===== src/rtl/pc_ir_unit_if.sv =====
// Bus between the control unit and the PC/IR stage of the multicycle datapath.
// The control unit (or a testbench standing in for it) uses the master modport.
interface pc_ir_unit_if #(
  parameter int CNT_W = 32
);
  logic             PCWrite;
  logic [1:0]       Branch;
  logic             Zero;
  logic [1:0]       PCSrc;
  logic             IRWrite;
  logic [31:0]      ALUResult;
  logic [31:0]      ALUOut;
  logic [31:0]      MemRdData;
  logic [31:0]      PC;
  logic [31:0]      Instr;
  logic [31:0]      Data;
  logic             Fault;
  logic [31:0]      BadPC;
  logic [CNT_W-1:0] CycleCnt;
  logic [CNT_W-1:0] InstrCnt;

  modport master (
    output PCWrite, Branch, Zero, PCSrc, IRWrite, ALUResult, ALUOut, MemRdData,
    input  PC, Instr, Data, Fault, BadPC, CycleCnt, InstrCnt
  );

  modport slave (
    input  PCWrite, Branch, Zero, PCSrc, IRWrite, ALUResult, ALUOut, MemRdData,
    output PC, Instr, Data, Fault, BadPC, CycleCnt, InstrCnt
  );
endinterface


===== src/rtl/pc_ir_unit.sv =====
// PC / instruction-register stage: holds PC, IR and MDR, resolves beq/bne
// enables, builds jump targets, traps misaligned PC updates and keeps cycle
// and decoded-instruction counters.
module pc_ir_unit #(
  parameter logic [31:0] RESET_PC = 32'h0000_0000,
  parameter int          CNT_W    = 32
) (
  input logic           cclk,
  input logic           rstb,
  pc_ir_unit_if.slave   bus
);

  typedef enum logic [1:0] {
    SRC_ALU_RESULT = 2'b00,
    SRC_ALU_OUT    = 2'b01,
    SRC_JUMP       = 2'b10,
    SRC_HOLD       = 2'b11
  } pc_src_e;

  logic [31:0]      pc;
  logic [31:0]      instr;
  logic [31:0]      data;
  logic             fault;
  logic [31:0]      bad_pc;
  logic [CNT_W-1:0] cycle_cnt;
  logic [CNT_W-1:0] instr_cnt;
  logic             ir_write_q;

  logic             pc_en;
  logic [31:0]      next_pc;
  logic             pc_load;
  logic             misalign;
  logic             decode_entry;

  // Resolve the PC enable, select the next PC and classify the update.
  always_comb begin
    // NOTE: every always_comb output gets a default first so no path can infer a latch.
    pc_en        = 1'b0;
    next_pc      = pc;
    pc_load      = 1'b0;
    misalign     = 1'b0;
    decode_entry = 1'b0;

    pc_en = bus.PCWrite | (bus.Branch[0] & bus.Zero) | (bus.Branch[1] & ~bus.Zero);

    unique case (pc_src_e'(bus.PCSrc))
      SRC_ALU_RESULT: next_pc = bus.ALUResult;
      SRC_ALU_OUT:    next_pc = bus.ALUOut;
      SRC_JUMP:       next_pc = {pc[31:28], instr[25:0], 2'b00};
      SRC_HOLD:       next_pc = pc;
      default:        next_pc = pc;
    endcase

    // Hold always yields the current (aligned) PC, so it can never trap.
    pc_load  = pc_en && !fault && (next_pc[1:0] == 2'b00);
    misalign = pc_en && !fault && (pc_src_e'(bus.PCSrc) != SRC_HOLD)
               && (next_pc[1:0] != 2'b00);

    // Falling edge of the (unfrozen) IR write marks entry to decode.
    decode_entry = ir_write_q && !bus.IRWrite && !fault;
  end

  // State registers; synchronous reset dominates every other input.
  always_ff @(posedge cclk) begin
    // NOTE: sequential state uses non-blocking assignments so all registers see pre-edge values.
    if (rstb) begin
      pc         <= RESET_PC;
      instr      <= '0;
      data       <= '0;
      fault      <= 1'b0;
      bad_pc     <= '0;
      cycle_cnt  <= '0;
      instr_cnt  <= '0;
      ir_write_q <= 1'b0;
    end else begin
      data      <= bus.MemRdData;
      cycle_cnt <= cycle_cnt + 1'b1;

      if (pc_load) begin
        pc <= next_pc;
      end

      if (misalign) begin
        fault  <= 1'b1;
        bad_pc <= next_pc;
      end

      if (bus.IRWrite && !fault) begin
        instr <= bus.MemRdData;
      end

      // A trapped stage ignores IRWrite, so the delay bit must not see it either.
      ir_write_q <= bus.IRWrite && !fault;

      if (decode_entry) begin
        instr_cnt <= instr_cnt + 1'b1;
      end
    end
  end

  assign bus.PC       = pc;
  assign bus.Instr    = instr;
  assign bus.Data     = data;
  assign bus.Fault    = fault;
  assign bus.BadPC    = bad_pc;
  assign bus.CycleCnt = cycle_cnt;
  assign bus.InstrCnt = instr_cnt;

endmodule


===== src/flat_wrapper.sv =====
// flat-port wrapper written by rule: the top's interface ports become plain ports
module pc_ir_unit_flat 
#(
  parameter logic [31:0] RESET_PC = 32'h0000_0000,
  parameter int          CNT_W    = 32
)
  (cclk, rstb, bus_PCWrite, bus_Branch, bus_Zero, bus_PCSrc, bus_IRWrite, bus_ALUResult, bus_ALUOut, bus_MemRdData, bus_PC, bus_Instr, bus_Data, bus_Fault, bus_BadPC, bus_CycleCnt, bus_InstrCnt);
  pc_ir_unit_if #(.CNT_W(CNT_W)) bus_i ();
  input logic cclk;
  input logic rstb;
  input wire logic [$bits(bus_i.PCWrite)-1:0] bus_PCWrite;
  input wire logic [$bits(bus_i.Branch)-1:0] bus_Branch;
  input wire logic [$bits(bus_i.Zero)-1:0] bus_Zero;
  input wire logic [$bits(bus_i.PCSrc)-1:0] bus_PCSrc;
  input wire logic [$bits(bus_i.IRWrite)-1:0] bus_IRWrite;
  input wire logic [$bits(bus_i.ALUResult)-1:0] bus_ALUResult;
  input wire logic [$bits(bus_i.ALUOut)-1:0] bus_ALUOut;
  input wire logic [$bits(bus_i.MemRdData)-1:0] bus_MemRdData;
  output wire logic [$bits(bus_i.PC)-1:0] bus_PC;
  output wire logic [$bits(bus_i.Instr)-1:0] bus_Instr;
  output wire logic [$bits(bus_i.Data)-1:0] bus_Data;
  output wire logic [$bits(bus_i.Fault)-1:0] bus_Fault;
  output wire logic [$bits(bus_i.BadPC)-1:0] bus_BadPC;
  output wire logic [$bits(bus_i.CycleCnt)-1:0] bus_CycleCnt;
  output wire logic [$bits(bus_i.InstrCnt)-1:0] bus_InstrCnt;
  assign bus_i.PCWrite = bus_PCWrite;
  assign bus_i.Branch = bus_Branch;
  assign bus_i.Zero = bus_Zero;
  assign bus_i.PCSrc = bus_PCSrc;
  assign bus_i.IRWrite = bus_IRWrite;
  assign bus_i.ALUResult = bus_ALUResult;
  assign bus_i.ALUOut = bus_ALUOut;
  assign bus_i.MemRdData = bus_MemRdData;
  assign bus_PC = bus_i.PC;
  assign bus_Instr = bus_i.Instr;
  assign bus_Data = bus_i.Data;
  assign bus_Fault = bus_i.Fault;
  assign bus_BadPC = bus_i.BadPC;
  assign bus_CycleCnt = bus_i.CycleCnt;
  assign bus_InstrCnt = bus_i.InstrCnt;
  pc_ir_unit #(.RESET_PC(RESET_PC), .CNT_W(CNT_W)) u_core (.cclk(cclk), .rstb(rstb), .bus(bus_i));
endmodule

===== config.mk =====
export PLATFORM = sky130hd
export DESIGN_NAME = pc_ir_unit_flat
export DESIGN_NICKNAME = d
export VERILOG_FILES = /design/src/rtl/pc_ir_unit_if.sv /design/src/rtl/pc_ir_unit.sv /design/src/flat_wrapper.sv
export SDC_FILE = /design/constraint.sdc
export NUM_CORES = 1
export LEC_CHECK = 0
export ABC_AREA = 0
export BUFFER_PORTS_ARGS = -buffer_cell sky130_fd_sc_hd__buf_2
export CORE_ASPECT_RATIO = 1.5
export CORE_UTILIZATION = 40
export DETAILED_ROUTE_END_ITERATION = 7
export PLACE_DENSITY = 0.67
export RECOVER_POWER = 25
export SYNTH_ARGS = -nofsm -noshare
export SYNTH_HDL_FRONTEND = slang
export SYNTH_SLANG_ARGS = --single-unit

===== constraint.sdc =====
create_clock -name cclk -period 5.7 [get_ports cclk]
set_input_delay 1.14 -clock cclk [delete_from_list [all_inputs] [get_ports cclk]]
set_output_delay 1.14 -clock cclk [all_outputs]
set_load 0.02 [all_outputs]

; After elaboration in Yosys (flattened, before gate mapping)
; Cells that the tools add are included.
[totals]
word_cells = 32
out_inout_bits = 193
ff_bits = 194
[classes]
eq_ne = 4
n_bitwise = 5
add_sub_neg = 2
n_mux = 1
reduce_logical = 12
[op_table]
columns = cell, n
row1 = 32-bit case mux with 4 select lines, 1
row2 = 32-bit by 1-bit adder with 32-bit output (second input constant), 2
row3 = 1-bit logical AND, 7
row4 = 2-bit equality test (second input constant), 2
row5 = 2-bit logical NOT, 2
row6 = 1-bit AND, 2
row7 = 2-bit by 1-bit equality test with 1-bit output (second input constant), 1
row8 = 1-bit logical NOT, 2
row9 = 2-bit inequality test (second input constant), 1
row10 = 1-bit bitwise OR, 2
row11 = 2-bit nonzero test, 1
row12 = 1-bit inverter, 1

; Logic depth before layout (Yosys ltp)
[depth]
ltp_word = 6
depth_mapped = 8

; Worst setup path after synthesis
; Ideal clock, no wire load.
[synth_timing]
path_type = input to register
start = input bus_PCSrc[0]
end = register u_core.pc[31], in the netlist u_core.bus.PC[31]
path_stages = 8
setup_time_ns = 0.123
path_buffers = 3
t_arrival_ns = 2.508
path_slack_ns = 3.069
cell_sequence = buf_2 > nor3_1 > a211oi_2 > or3b_2 > clkbuf_1 > buf_2 > nand3b_1 > o21ai_0
[synth_via]
elab_chain_len = 4
[synth_rtl]
columns = element, line_no
row1 = from (decl), flat_wrapper.sv:14  ; input wire logic [$bits(bus_i.PCSrc)-1:0] bus_PCSrc;
row2 = 2-bit equality test (tied with other cells), pc_ir_unit.sv:46  ; unique case (pc_src_e'(bus.PCSrc))
row3 = 32-bit case mux with 4 select lines *, pc_ir_unit.sv:46
row4 = 2-bit logical NOT, pc_ir_unit.sv:55  ; pc_load = pc_en && !fault && (next_pc[1:0] == 2'b00);
row5 = 1-bit logical AND, pc_ir_unit.sv:55
row6 = to (signal assigned), pc_ir_unit.sv:80  ; pc <= next_pc;
row7 = to (decl), pc_ir_unit.sv:20  ; logic [31:0] pc;
; Mark *: on every way between the ends. The rest lies on a longest branch, timed or not.
; A chain may end at the register's enable or synchronous reset.

; Final worst setup path
[layout_timing]
start = input rstb
end = register u_core.instr_cnt[3], in the netlist u_core.bus.InstrCnt[3]
[layout_lines]
columns = element, line_no
row1 = from (decl), flat_wrapper.sv:10  ; input logic rstb;
row2 = to (signal assigned), pc_ir_unit.sv:96  ; instr_cnt <= instr_cnt + 1'b1;
row3 = to (decl), pc_ir_unit.sv:26  ; logic [CNT_W-1:0] instr_cnt;
; No word-level cell between the ends.

==> summary.md <==
| Metric | Value |
|---|---|
| Status | finished, violations left |
| Failing checks | capacitance limit, slew limit |
| PD cells | between 200 and 300 mW/mm^2 |
| TritonCTS clock tree | yes |
| Crit. End Element | flop |
| Post-Synth XOR/XNOR Area | 5.49% |
| Synth unique cells | 37 |
| Leakage | 4.24 nW |
| YS warnings | 0 |
| Hold WC Path Type | flop to flop |
| Initial Utilization | 40.8% |
| Initial antenna violation count | 0 |
| Synth Area in Compound Gates | 8.13% |
| Final setup viols | 0 |
| Fin. max-slew vios | about 130 |
| Ranking of synthesized cells by area | dfxtp_1 50%, nand2_1 9.4%, mux4_2 7.5% |
| Post-synth EDFFs | 0 |
| CTS Hold Bufs | 0 |
| Count leader, synth | nand2_1 |
| Final min period | roughly 3.6 ns |
| 1st-iter DRT viols | 332 |
| Gpl congestion | between 0.7 and 0.8 |
| Slew HR | -70.7% |
| First-pass GRT wire length | about 34,000 microns |
| Final core occ | 52.0% |
| Max-Cap Viols | 1 |
| Dpl hpwl | 15,100 microns |
| Clk root buf | clkbuf_16 |
| Layout cells sized above 1 | 29.2% |
| Cts repair resizes | 0 |
| N_diodes | 0 |
| Drt total wl | 21,500 microns |
| Pre-antenna DRT Iters | 4 |
| Layout Skew | 0.0119 ns |
| Total track usage | between 20% and 30% |
| Die ar. | 0.0201 sq mm |
| Final Hold Violating Endpoints | 0 |
| Largest net degree at the start of global routing | 129 |
| Tcrit/Tclk final | 63.7% |
| Clk_lat worst skew | 0.44 ns |
| Critical Path RT | 5.99 ns |
| Area leader, netlist | dfxtp_1 |
| Input/output buffers | 297 |
| Fillers | 1,862 |
| Synth cell count leaders | 196 x nand2_1, 194 x dfxtp_1, 97 x a21oi_1, 64 x nor2_1, 41 x clkbuf_1 |
| CTS buffer count | 17 |
| Mux contribution to synthesized area | 8.52% |
| Overflow after GRT | 0 |
| Die width | 116 microns |
| Fin area | 0.00997 sq mm |
| Top_reg_cell synth | dfxtp_1 |
| Area Growth Syn to Fin | 27.5% |
| Slew of the pin with the lowest slew margin | 2.56 ns |
| CTS H-tree lvls | 4 |
| Yosys top cell area share | 49.7% |
| CP Max Fanout | 128 |
| Syn Std Cell Area | 0.00781 sq mm |
| Vias | approximately 7.0k |
| Syn nets | 979 |
| Clock sink total | 194 |
| # rows | between 60 and 70 |
| RSZ-0062 raised after global routing | false |
| Vias in the first global route | 6,675 |
| FFs w/ async S/R, synth | 0% |
| Final nets | 1,243 |
| Post-placement cell area | between 0.009 and 0.01 sq mm |
| Final TNS setup | 0 ns |
| Reg clk slew, reported paths | about 0.060 ns |
| Fmax achieved | 0.275 GHz |
| Crit path kind | input pin to flop |
| Final ANT Viol Nets | 0 |
| Post-CTS setup buffer count | 0 |
| Worst ir drop on vdd | between 0.15 and 0.2 mV |
| Hold slack | 0.449 ns |
| Avg Inst Size Synth | 8.96 sq um |
| DIE HEIGHT | 173 microns |
| Main combinational cell family by area after synthesis | simple AND/OR/NAND/NOR gates |
| Number of synthesized register bits | 194 |
| Sequential area share after synthesis | 49.7% |
| Setup crit start kind | input pin |
| Ports | 298 |
| Post-Synth Adder-Cell Area | less than 1% |
| Avg WL per Cell | 15.3 microns |
| Crit path arrival time | 3.92 ns |
| Drt drc | 0 |
| Vias per inst | 4.99 |
| Synthesized instance count | approximately 870 |
| Post-Synth Simple-Gate Area | about a quarter |
| Core area | between 0.015 and 0.02 sq mm |
| Clock tree buffer depth | 2 |
## kinds of logic after synthesis
group,count (synthesis)
flops,194
xor+xnor,49
simple gates,402
buf+inv,67
fa+ha+maj,2
compound gates,124
mux,34
## where the power goes
part / switching, mW / internal (mW)
Clock: 0.534 / 0.645
Combinational: 0.232 / 0.133
Sequential: 0.0338 / 1.41
Total: 0.800 / 2.19
## critical path, cell delays in order
cell      delay (ns)
clkbuf_2        1.75
buf_4           0.85
nor2_1          0.10
## final timing paths
check	end	cells past startpoint	slack (ns)	start
worst max-delay path	u_core.bus.InstrCnt[3]	3	2.07	rstb
worst min-delay path	u_core.bus.BadPC[4]	2	0.45	u_core.bus.BadPC[4]
worst max register to register	u_core.bus.BadPC[0]	4	3.03	u_core.bus.Fault
worst min register to register	u_core.bus.BadPC[4]	2	0.45	u_core.bus.BadPC[4]
## layout make-up
| type | count | area, sq um | area share [%] |
|---|---|---|---|
| well taps | 256 | 320 | 3.21 |
| clock buffers | 19 | 433 | 4.34 |
| clock inverters | 13 | 136 | 1.37 |
| multi-input cells | 611 | 3680 | 36.9 |
| inverters | 11 | 41.3 | 0.414 |
| flip-flops and latches | 194 | 3880 | 39.0 |
| repair buffers | 301 | 1480 | 14.8 |
## cell usage in the layout (no fill, tap or decap), types with 5 or more instances in the layout
cell type,Yosys,final
buf_2,11,263
xnor2_1,25,25
xor2_1,24,24
and3_1,9,9
o21ai_0,24,24
dfxtp_1,194,194
clkbuf_16,0,17
nor2b_1,35,34
nand2_1,196,196
nand4_1,15,15
nand3b_1,9,9
or3_1,12,12
nor3_1,13,13
nor4_1,5,5
clkbuf_1,41,35
mux2i_1,8,8
inv_1,11,11
mux4_2,26,26
nand3_1,20,20
and4_1,5,5
nor2_1,64,64
a21oi_1,97,97
## sequential cells by signal, summed over array words and instances, names as in the netlist
register	flops
u_core.bus.BadPC	32
u_core.bus.CycleCnt	32
u_core.bus.Data	32
u_core.bus.Fault	1
u_core.bus.Instr	32
u_core.bus.InstrCnt	32
u_core.bus.PC	32
u_core.ir_write_q	1
## through the flow
stage	worst slack, ns	cells	power (mW)
detailed placement	2.05	1373	1.85
CTS	2.50	1405	3.03
finish	2.07	1405	2.99
global route	1.77	1405	3.11
floorplan	3.07	872	1.70
global placement	2.13	1373	1.84
## per-layer routing
layer,share of wire [%],GRT usage [%],vias up
met5,0,0,-
met4,2.1,7.69,0
met3,5.5,5.89,27
met2,52,38.8,200
met1,40,24.6,3319
li1,-,-,3462
No activity file was read; power rests on OpenSTA's default activity.
